## config.mk

```make
export PLATFORM = sky130hd
export DESIGN_NAME = uart_cmd_rx
export DESIGN_NICKNAME = d
export VERILOG_FILES = /design/src/rtl/uart_cmd_rx.sv
export SDC_FILE = /design/constraint.sdc
export NUM_CORES = 1
export LEC_CHECK = 0
export CORE_ASPECT_RATIO = 0.5
export CORE_MARGIN = 3
export CORE_UTILIZATION = 52
export DETAILED_ROUTE_END_ITERATION = 12
export GPL_TIMING_DRIVEN = 0
export PLACE_DENSITY = 0.84
export SLEW_MARGIN = 10
export SYNTH_ARGS = -nofsm -noshare
export SYNTH_HDL_FRONTEND = slang
export SYNTH_SLANG_ARGS = --single-unit
```

## constraint.sdc

```tcl
create_clock -name clk -period 1.78 [get_ports clk]
set_input_delay 0.356 -clock clk [delete_from_list [all_inputs] [get_ports clk]]
set_output_delay 0.356 -clock clk [all_outputs]
set_load 0.1 [all_outputs]
```

## src/rtl/uart_cmd_rx.sv

```systemverilog
// uart_cmd_rx: 8N1 UART receiver feeding a 4-byte command parser
// (header, command, data, checksum) that drives the scope's capture-control
// registers.
// Optional build macro: UART_RX_PARITY_EN adds an even-parity bit after the
// data bits, making 11-bit frames.
module uart_cmd_rx #(
  parameter int         CLK_FREQ = 50000000,
  parameter int         BAUD     = 9600,
  parameter logic [7:0] HDR_BYTE = 8'hA5,
  parameter int         GAP_BITS = 32
) (
  input  logic       clk,
  input  logic       rst,
  input  logic       rx,
  output logic [1:0] gather_set,
  output logic [7:0] trig_level,
  output logic [7:0] decim,
  output logic [7:0] rx_byte,
  output logic       rx_byte_valid,
  output logic       cmd_valid,
  output logic       cmd_err,
  output logic       frame_err
);

  localparam int CLKS_PER_BIT = CLK_FREQ / BAUD;
  localparam int HALF_BIT     = CLKS_PER_BIT / 2;
  localparam int CNT_W        = $clog2(CLKS_PER_BIT + 1);
  localparam int GAP_LIMIT    = GAP_BITS * CLKS_PER_BIT;
  localparam int GAP_W        = $clog2(GAP_LIMIT + 1);

  typedef enum logic [2:0] {
    RX_IDLE,
    RX_START,
    RX_DATA,
`ifdef UART_RX_PARITY_EN
    RX_PARITY,
`endif
    RX_STOP,
    RX_WAIT_HI
  } rx_state_t;

  typedef enum logic [1:0] {P_HDR, P_CMD, P_DATA, P_SUM} p_state_t;

  logic             rx_meta_q, rxs_q;
  rx_state_t        rx_state_q, rx_state_d;
  logic [CNT_W-1:0] clk_cnt_q, clk_cnt_d;
  logic [2:0]       bit_cnt_q, bit_cnt_d;
  logic [7:0]       shift_q, shift_d;
  logic [7:0]       rx_byte_q, rx_byte_d;
  logic             rx_byte_valid_q, rx_byte_valid_d;
  logic             frame_err_q, frame_err_d;
  logic             bit_end;
  logic             par_bad;

  p_state_t         p_state_q, p_state_d;
  logic [7:0]       cmd_q, cmd_d;
  logic [7:0]       data_q, data_d;
  logic [1:0]       gather_set_q, gather_set_d;
  logic [7:0]       trig_level_q, trig_level_d;
  logic [7:0]       decim_q, decim_d;
  logic             cmd_valid_q, cmd_valid_d;
  logic             cmd_err_q, cmd_err_d;
  logic [GAP_W-1:0] gap_cnt_q, gap_cnt_d;

`ifdef UART_RX_PARITY_EN
  logic par_err_q, par_err_d;
  assign par_bad = par_err_q;
`else
  assign par_bad = 1'b0;
`endif

  assign bit_end = (clk_cnt_q == CNT_W'(CLKS_PER_BIT - 1));

  // Two-flop synchroniser; resets to the idle-high line level
  always_ff @(posedge clk) begin
    if (rst) begin
      rx_meta_q <= 1'b1;
      rxs_q     <= 1'b1;
    end else begin
      rx_meta_q <= rx;
      rxs_q     <= rx_meta_q;
    end
  end

  // Receive FSM next-state: start detect, centre sampling, stop/parity check
  always_comb begin
    rx_state_d      = rx_state_q;
    clk_cnt_d       = clk_cnt_q + CNT_W'(1);
    bit_cnt_d       = bit_cnt_q;
    shift_d         = shift_q;
    rx_byte_d       = rx_byte_q;
    rx_byte_valid_d = 1'b0;
    frame_err_d     = 1'b0;
`ifdef UART_RX_PARITY_EN
    par_err_d       = par_err_q;
`endif
    case (rx_state_q)
      RX_IDLE: begin
        clk_cnt_d = '0;
        bit_cnt_d = '0;
`ifdef UART_RX_PARITY_EN
        par_err_d = 1'b0;
`endif
        if (!rxs_q) rx_state_d = RX_START;
      end
      RX_START: begin
        if (clk_cnt_q == CNT_W'(HALF_BIT - 1)) begin
          clk_cnt_d  = '0;
          rx_state_d = rxs_q ? RX_IDLE : RX_DATA;
        end
      end
      RX_DATA: begin
        if (bit_end) begin
          clk_cnt_d = '0;
          shift_d   = {rxs_q, shift_q[7:1]};
          bit_cnt_d = bit_cnt_q + 3'd1;
          if (bit_cnt_q == 3'd7) begin
`ifdef UART_RX_PARITY_EN
            rx_state_d = RX_PARITY;
`else
            rx_state_d = RX_STOP;
`endif
          end
        end
      end
`ifdef UART_RX_PARITY_EN
      RX_PARITY: begin
        if (bit_end) begin
          clk_cnt_d  = '0;
          par_err_d  = rxs_q ^ (^shift_q);
          rx_state_d = RX_STOP;
        end
      end
`endif
      RX_STOP: begin
        if (bit_end) begin
          clk_cnt_d = '0;
          if (!rxs_q) begin
            frame_err_d = 1'b1;
            rx_state_d  = RX_WAIT_HI;
          end else if (par_bad) begin
            frame_err_d = 1'b1;
            rx_state_d  = RX_IDLE;
          end else begin
            rx_byte_d       = shift_q;
            rx_byte_valid_d = 1'b1;
            rx_state_d      = RX_IDLE;
          end
        end
      end
      RX_WAIT_HI: begin
        clk_cnt_d = '0;
        if (rxs_q) rx_state_d = RX_IDLE;
      end
      default: rx_state_d = RX_IDLE;
    endcase
  end

  // Receive FSM registers
  always_ff @(posedge clk) begin
    if (rst) begin
      rx_state_q      <= RX_IDLE;
      clk_cnt_q       <= '0;
      bit_cnt_q       <= '0;
      shift_q         <= '0;
      rx_byte_q       <= '0;
      rx_byte_valid_q <= 1'b0;
      frame_err_q     <= 1'b0;
`ifdef UART_RX_PARITY_EN
      par_err_q       <= 1'b0;
`endif
    end else begin
      rx_state_q      <= rx_state_d;
      clk_cnt_q       <= clk_cnt_d;
      bit_cnt_q       <= bit_cnt_d;
      shift_q         <= shift_d;
      rx_byte_q       <= rx_byte_d;
      rx_byte_valid_q <= rx_byte_valid_d;
      frame_err_q     <= frame_err_d;
`ifdef UART_RX_PARITY_EN
      par_err_q       <= par_err_d;
`endif
    end
  end

  // Parser next-state: frame assembly, checksum, command apply, gap abort
  always_comb begin
    p_state_d    = p_state_q;
    cmd_d        = cmd_q;
    data_d       = data_q;
    gather_set_d = gather_set_q;
    trig_level_d = trig_level_q;
    decim_d      = decim_q;
    cmd_valid_d  = 1'b0;
    cmd_err_d    = 1'b0;
    if (rx_byte_valid_q) begin
      gap_cnt_d = '0;
    end else if (gap_cnt_q != GAP_W'(GAP_LIMIT)) begin
      gap_cnt_d = gap_cnt_q + GAP_W'(1);
    end else begin
      gap_cnt_d = gap_cnt_q;
    end
    if (frame_err_q || (p_state_q != P_HDR && gap_cnt_q == GAP_W'(GAP_LIMIT))) begin
      p_state_d = P_HDR;
    end else if (rx_byte_valid_q) begin
      case (p_state_q)
        P_HDR:  if (rx_byte_q == HDR_BYTE) p_state_d = P_CMD;
        P_CMD: begin
          cmd_d     = rx_byte_q;
          p_state_d = P_DATA;
        end
        P_DATA: begin
          data_d    = rx_byte_q;
          p_state_d = P_SUM;
        end
        P_SUM: begin
          p_state_d = P_HDR;
          if (rx_byte_q == (cmd_q ^ data_q)) begin
            case (cmd_q)
              8'h01: begin
                gather_set_d = data_q[1:0];
                cmd_valid_d  = 1'b1;
              end
              8'h02: begin
                trig_level_d = data_q;
                cmd_valid_d  = 1'b1;
              end
              8'h03: begin
                decim_d     = (data_q == 8'd0) ? 8'd1 : data_q;
                cmd_valid_d = 1'b1;
              end
              default: cmd_err_d = 1'b1;
            endcase
          end else begin
            cmd_err_d = 1'b1;
          end
        end
        default: p_state_d = P_HDR;
      endcase
    end
  end

  // Parser and control-register state
  always_ff @(posedge clk) begin
    if (rst) begin
      p_state_q    <= P_HDR;
      cmd_q        <= '0;
      data_q       <= '0;
      gather_set_q <= 2'b00;
      trig_level_q <= 8'h80;
      decim_q      <= 8'd1;
      cmd_valid_q  <= 1'b0;
      cmd_err_q    <= 1'b0;
      gap_cnt_q    <= '0;
    end else begin
      p_state_q    <= p_state_d;
      cmd_q        <= cmd_d;
      data_q       <= data_d;
      gather_set_q <= gather_set_d;
      trig_level_q <= trig_level_d;
      decim_q      <= decim_d;
      cmd_valid_q  <= cmd_valid_d;
      cmd_err_q    <= cmd_err_d;
      gap_cnt_q    <= gap_cnt_d;
    end
  end

  assign gather_set    = gather_set_q;
  assign trig_level    = trig_level_q;
  assign decim         = decim_q;
  assign rx_byte       = rx_byte_q;
  assign rx_byte_valid = rx_byte_valid_q;
  assign cmd_valid     = cmd_valid_q;
  assign cmd_err       = cmd_err_q;
  assign frame_err     = frame_err_q;

endmodule
```

======== Word level (Yosys, flattened, before mapping) ========
Index checks and enable logic that the tools add are counted.
word-level totals
  flip-flop bits (word level) ............. 95
  bits in latches ......................... 0
  bits in writable memories ............... 0
  ROM bits ................................ 0
  output and inout bits ................... 30
  logic and storage cells ................. 99
  memories ................................ 0
operators by class
  add/sub/neg operators ................... 3
  $mul .................................... 0
  divide/modulo/power cells ............... 0
  magnitude comparators ................... 0
  eq/ne operators ......................... 24
  shift-type cells ........................ 0
  multiplexer cells ....................... 22
  bitwise operators ....................... 7
  reduce and logical (&&, ||, !) cells .... 25
operators by type and width
  operator                 count
  $pmux W13 S3             1
  $mux W13                 2
  $mux W3                  8
  $add A18 B1 Y18 const B  1
  $eq A18 B18 Y1 const B   1
  $ne A18 B18 Y1 const B   1
  $eq A8 B2 Y1 const B     2
  $pmux W3 S5              1
  $reduce_and A5 Y1        3
  $ne A2 B2 Y1 const B     7
  $add A13 B1 Y13 const B  1
  $eq A13 B12 Y1 const B   1
  $eq A13 B13 Y1 const B   1
  $reduce_and A3 Y1        3
  $eq A8 B1 Y1 const B     1
  $eq A8 B8 Y1             1
  $eq A8 B8 Y1 const B     1
  $logic_not A8 Y1         1
  $mux W8                  1
  $pmux W2 S4              1
  $reduce_or A2 Y1         4
  $xor A8 B8 Y8            1
  $eq A3 B2 Y1 const B     2
  $eq A3 B3 Y1 const B     2
  18 further kinds         33

======== Longest topological paths before layout ========
  word-level depth ........................ 5
  gate-level depth with buffers ........... 9

======== Least setup slack after synthesis ========
OpenSTA, ideal clock, no wires.
  path kind ............................... flip-flop to flip-flop
  from .................................... reg rx_byte_q[2], in the netlist rx_byte[2]
  to ...................................... reg decim_q[7], in the netlist decim[7]
  setup time .............................. 132 ps
  data arrival time ....................... 2467 ps
  data required time ...................... 1648 ps
  slack ................................... -820 ps
  cell stages (with the launch flop) ...... 6
  buffers on the path ..................... 0
  cell sequence ........................... dfxtp_1 -> xnor3_4 -> nand4_4 -> or4_4 -> o31ai_1 -> a21oi_1
between the ends
  cells in the longest elaborated chain, start to end .. 2
RTL lines
  element                             RTL line  RTL
  from (decl)                         49        logic [7:0] rx_byte_q, rx_byte_d;
  from (signal assigned)              177       rx_byte_q <= rx_byte_d;
  $eq A8 B8 Y1                        218       if (rx_byte_q == (cmd_q ^ data_q)) begin
  $reduce_and A5 Y1 (no source line)  --
  to (signal assigned)                261       decim_q <= decim_d;
  to (decl)                           60        logic [7:0] decim_q, decim_d;
Every way passes these cells.
A chain may end at the register's enable or synchronous reset.

======== Worst setup path in the final report ========
  from .................................... reg p_state_q[1]
  to ...................................... reg gather_set_q[1], in the netlist gather_set[1]
between the ends
  cells in the longest elaborated chain, start to end .. 5
  elaborated cells on any way between the ends .. 6
  those cells by class .................... 1 x eq/ne; 1 x bitwise; 4 x reduce/logical
RTL lines
  element                                 RTL line  RTL
  from (decl)                             55        p_state_t p_state_q, p_state_d;
  from (signal assigned)                  256       p_state_q <= p_state_d;
  $reduce_bool A2 Y1                      203       if (frame_err_q || (p_state_q != P_HDR && gap_cnt_q == GAP_W'(GAP_LIMIT))) begin
  $logic_and A1 B1 Y1                     203
  $logic_or A1 B1 Y1                      203
  $not A1 Y1 (no source line)             --
  $reduce_and A5 Y1 (no source line) (*)  --
  to (signal assigned)                    259       gather_set_q <= gather_set_d;
  to (decl)                               58        logic [1:0] gather_set_q, gather_set_d;
Every way passes the cells marked *; elsewhere a longest branch is shown, timed or not.

==> out/metrics.yaml <==
yosys:
  yosys_warnings: 0
  ys_seq_elements: 95
  synth_top_area_share_pct: 43.5
  ys_async_sr_fraction_pct: 0
  yosysUniqueCellTypes: 54
  ys_seq_area_share_pct: 43.5
  synth_edf_count: 0
  synth_top_cells_by_area: "dfxtp_1 (43%), mux2i_1 (11%), nor2_1 (6.3%), xor2_1 (3.6%), nand2b_1 (3.4%)"
  syn_inst: 445
  synth.avg_cell_area_um2: 9.84
  synth-main-ff-cell: "dfxtp_1"
  synthesis.area_um2: 4380
  yosys.area.top_type: "dfxtp_1"
  syn_nets: 457
drt:
  num_vias: 3980
  drtAntennaViolNets: 0
  firstDrtPassIters: 6
  drc: 0
  routedWlPerCell_um: 21.0
  vias_per_cell: 6.22
  drt_iter0_markers: 470
  finalWirelength_um: 13500
critical_path:
  reg2reg_depth: 8
  setup.worst_path.start_class: "flop"
  endpoint_kind: "flop"
  worst_ep_arrival_time_ns: 2.21
  crit_start: "p_state_q[1]"
  critPathKind: "reg2reg"
  cp.required_ns: 1.98
  reg2reg_from: "p_state_q[1]"
  critPathMaxFanout: 4
clocking:
  cts.sinks: 95
  htreeDepth: 3
  clk_pin_slew_worst_paths_ns: 0.07
  cts_buffers: 9
  worstSkewPairLatency_ns: 0.35
  clock_path_buffers: 2
  cts_tree: "done"
  clockRootBuffer: "clkbuf_16"
final_layout:
  final_cell_area_um2: 5970
  n_antenna_cell: 0
  utilization_pct: 77.1
  layout-drive-gt1-share_pct: 33.6
  fin_nets: 539
  syn_to_final_growth_pct: 36.3
sta:
  slew_headroom_pct: 56.8
  hold_viol_final: 0
  hold_slack_ns: 0.408
  fin_crit_ns: 2.01
  finalSetupViolCount: 41
  fmax_mhz: 498
  finalCritPeriodShare_pct: 113
  skew_ns: 0.0116
  worst_pin_slew_ns: 0.647
  fin_ws_ns: -0.227
  slew_violations: 0
  rsz0062_at_grt: "yes"
global_route:
  overflow: 0
  grt.total_usage_pct: 24.1
  grt_pass1_wl_um: 18300
  antenna_found_initial: 0
  grt_pass1_vias: 3584
  grt_max_degree: 16
pwr:
  totalPowerFinal_mw: 4.66
  power_leakage_nw: 2.24
  power_density_nw_per_um2: 781
  vdd_ir_drop_max_mv: 0.605
worst_hold_path:
  hold_path_class: "reg2reg"
  worstHoldStart: "rx_meta_q"
  whs_path_depth: 1
die:
  io-pin-count: 33
  core_um2: 7730
  start_util_pct: 56.6
  die_h_um: 70.9
  die_w_um: 136
  rows: 22
  dieArea_um2: 9620
place:
  placed_area_um2: 4900
  place_congestion: 0.828
  dp_hpwl_um: 6260
  portBuffers: 32
run_status:
  status: "finished, violations left"
  violations: "setup timing"
flow_run:
  max_cap_violations: 0
-- what timing repair did --
action	CTS	global route
hold endpoints to repair	0	0
cloned	0	1
setup endpoints to repair	100	82
hold buffers	0	0
buffers inserted	33	7
pin swaps	21	15
resized for setup	115	62
-- cells in the mapped netlist, types with 3 or more instances --
| library cell | n |
|---|---|
| dfxtp_1 | 95 |
| nor2_1 | 73 |
| mux2i_1 | 50 |
| nand2b_1 | 24 |
| nand3_1 | 18 |
| xor2_1 | 18 |
| a21oi_1 | 12 |
| nand2_1 | 12 |
| clkbuf_1 | 11 |
| xnor2_1 | 11 |
| and3_1 | 10 |
| ha_1 | 9 |
| o21ai_0 | 8 |
| inv_1 | 7 |
| nand4_1 | 7 |
| and2_1 | 6 |
| nor3_1 | 6 |
| nor4b_1 | 5 |
| and4_1 | 4 |
| nor2b_1 | 4 |
| nor4_1 | 4 |
| nor4bb_1 | 4 |
| o31ai_1 | 3 |
| or2_2 | 3 |
| xnor3_4 | 3 |
-- layout make-up --
cell class / count / area [um2]
clock inverter: 6 / 133
timing repair buffer: 71 / 721
inverter: 7 / 26.3
sequential: 95 / 1960
buffer: 16 / 96.3
tap: 108 / 135
clock buffer: 10 / 229
multi-input combinational: 327 / 2670
fill: 415 / 1770
-- metrics by stage --
step	cells	setup WS (ns)	setup TNS, ns
finish	640	-0.227	-2.60
global route	640	-0.254	-7.14
global placement	585	-0.341	-15.74
CTS	633	-0.0977	-1.06
floorplan	445	-0.0866	-1.06
detailed placement	585	-0.354	-17.59
-- power breakdown --
group | internal, mW | switching (mW)
Combinational | 0.0703 | 0.0875
Clock | 1.51 | 0.855
Sequential | 2.12 | 0.0135
-- critical path: stages, from the launching register on --
cell and delay [ns]:
dfxtp_1 0.36, inv_1 0.11, ha_2 0.26, nor3_4 0.07, buf_12 0.14, buf_4 0.14, a211o_1 0.38, o31ai_2 0.28
a21oi_1 0.12
-- cells by family (layout without fill, tap and decap cells) --
family,count (synthesis),after routing,synth area share (%)
AOI/OAI and AO/OA,34,34,5.17
xor gates and xnor gates,35,35,9.18
adders and majority gates,9,9,2.57
buffers and inverters,23,110,2.34
DFF,95,95,43.5
muxes,50,50,11.4
and+or+nand+nor,199,199,25.8
-- worst paths after layout --
kind	end	slack [ns]
max reg2reg	gather_set[1]	-0.23
min	rxs_q	0.41
min reg2reg	rxs_q	0.41
max	gather_set[1]	-0.23
-- sequential cells by signal, indices dropped and copies added (netlist names), 2 cells and up --
name,count
trig_level,8
rx_state_q,3
bit_cnt_q,3
data_q,8
decim,8
gather_set,2
p_state_q,2
gap_cnt_q,18
shift_q,8
clk_cnt_q,13
rx_byte,8
cmd_q,8
-- layer usage --
metal	vias to the layer above	GRT usage (%)	routed length [um]
met1	1920	29.7	5320
met3	79	6.04	1040
met5	-	0	0
met4	0	10.7	665
met2	260	40.3	6430
li1	1721	-	-
-- layout by cell type (no fill, tap or decap), drive strengths merged, types with 5 or more instances in the layout --
master / synthesis / routed
nand2b: 24 / 24
a21oi: 13 / 13
nor4b: 5 / 5
nand2: 12 / 12
xnor2: 11 / 11
clkbuf: 11 / 19
and3: 10 / 10
nand3: 19 / 19
mux2i: 50 / 50
xnor3: 6 / 6
nor4: 5 / 5
ha: 9 / 9
buf: 5 / 47
clkdlybuf4s15: 0 / 29
nor3: 7 / 7
nor2: 74 / 74
nand4: 8 / 8
dfxtp: 95 / 95
o21ai: 8 / 8
and2: 6 / 6
xor2: 18 / 18
inv: 7 / 7
No activity file was read; power rests on OpenSTA's default activity.
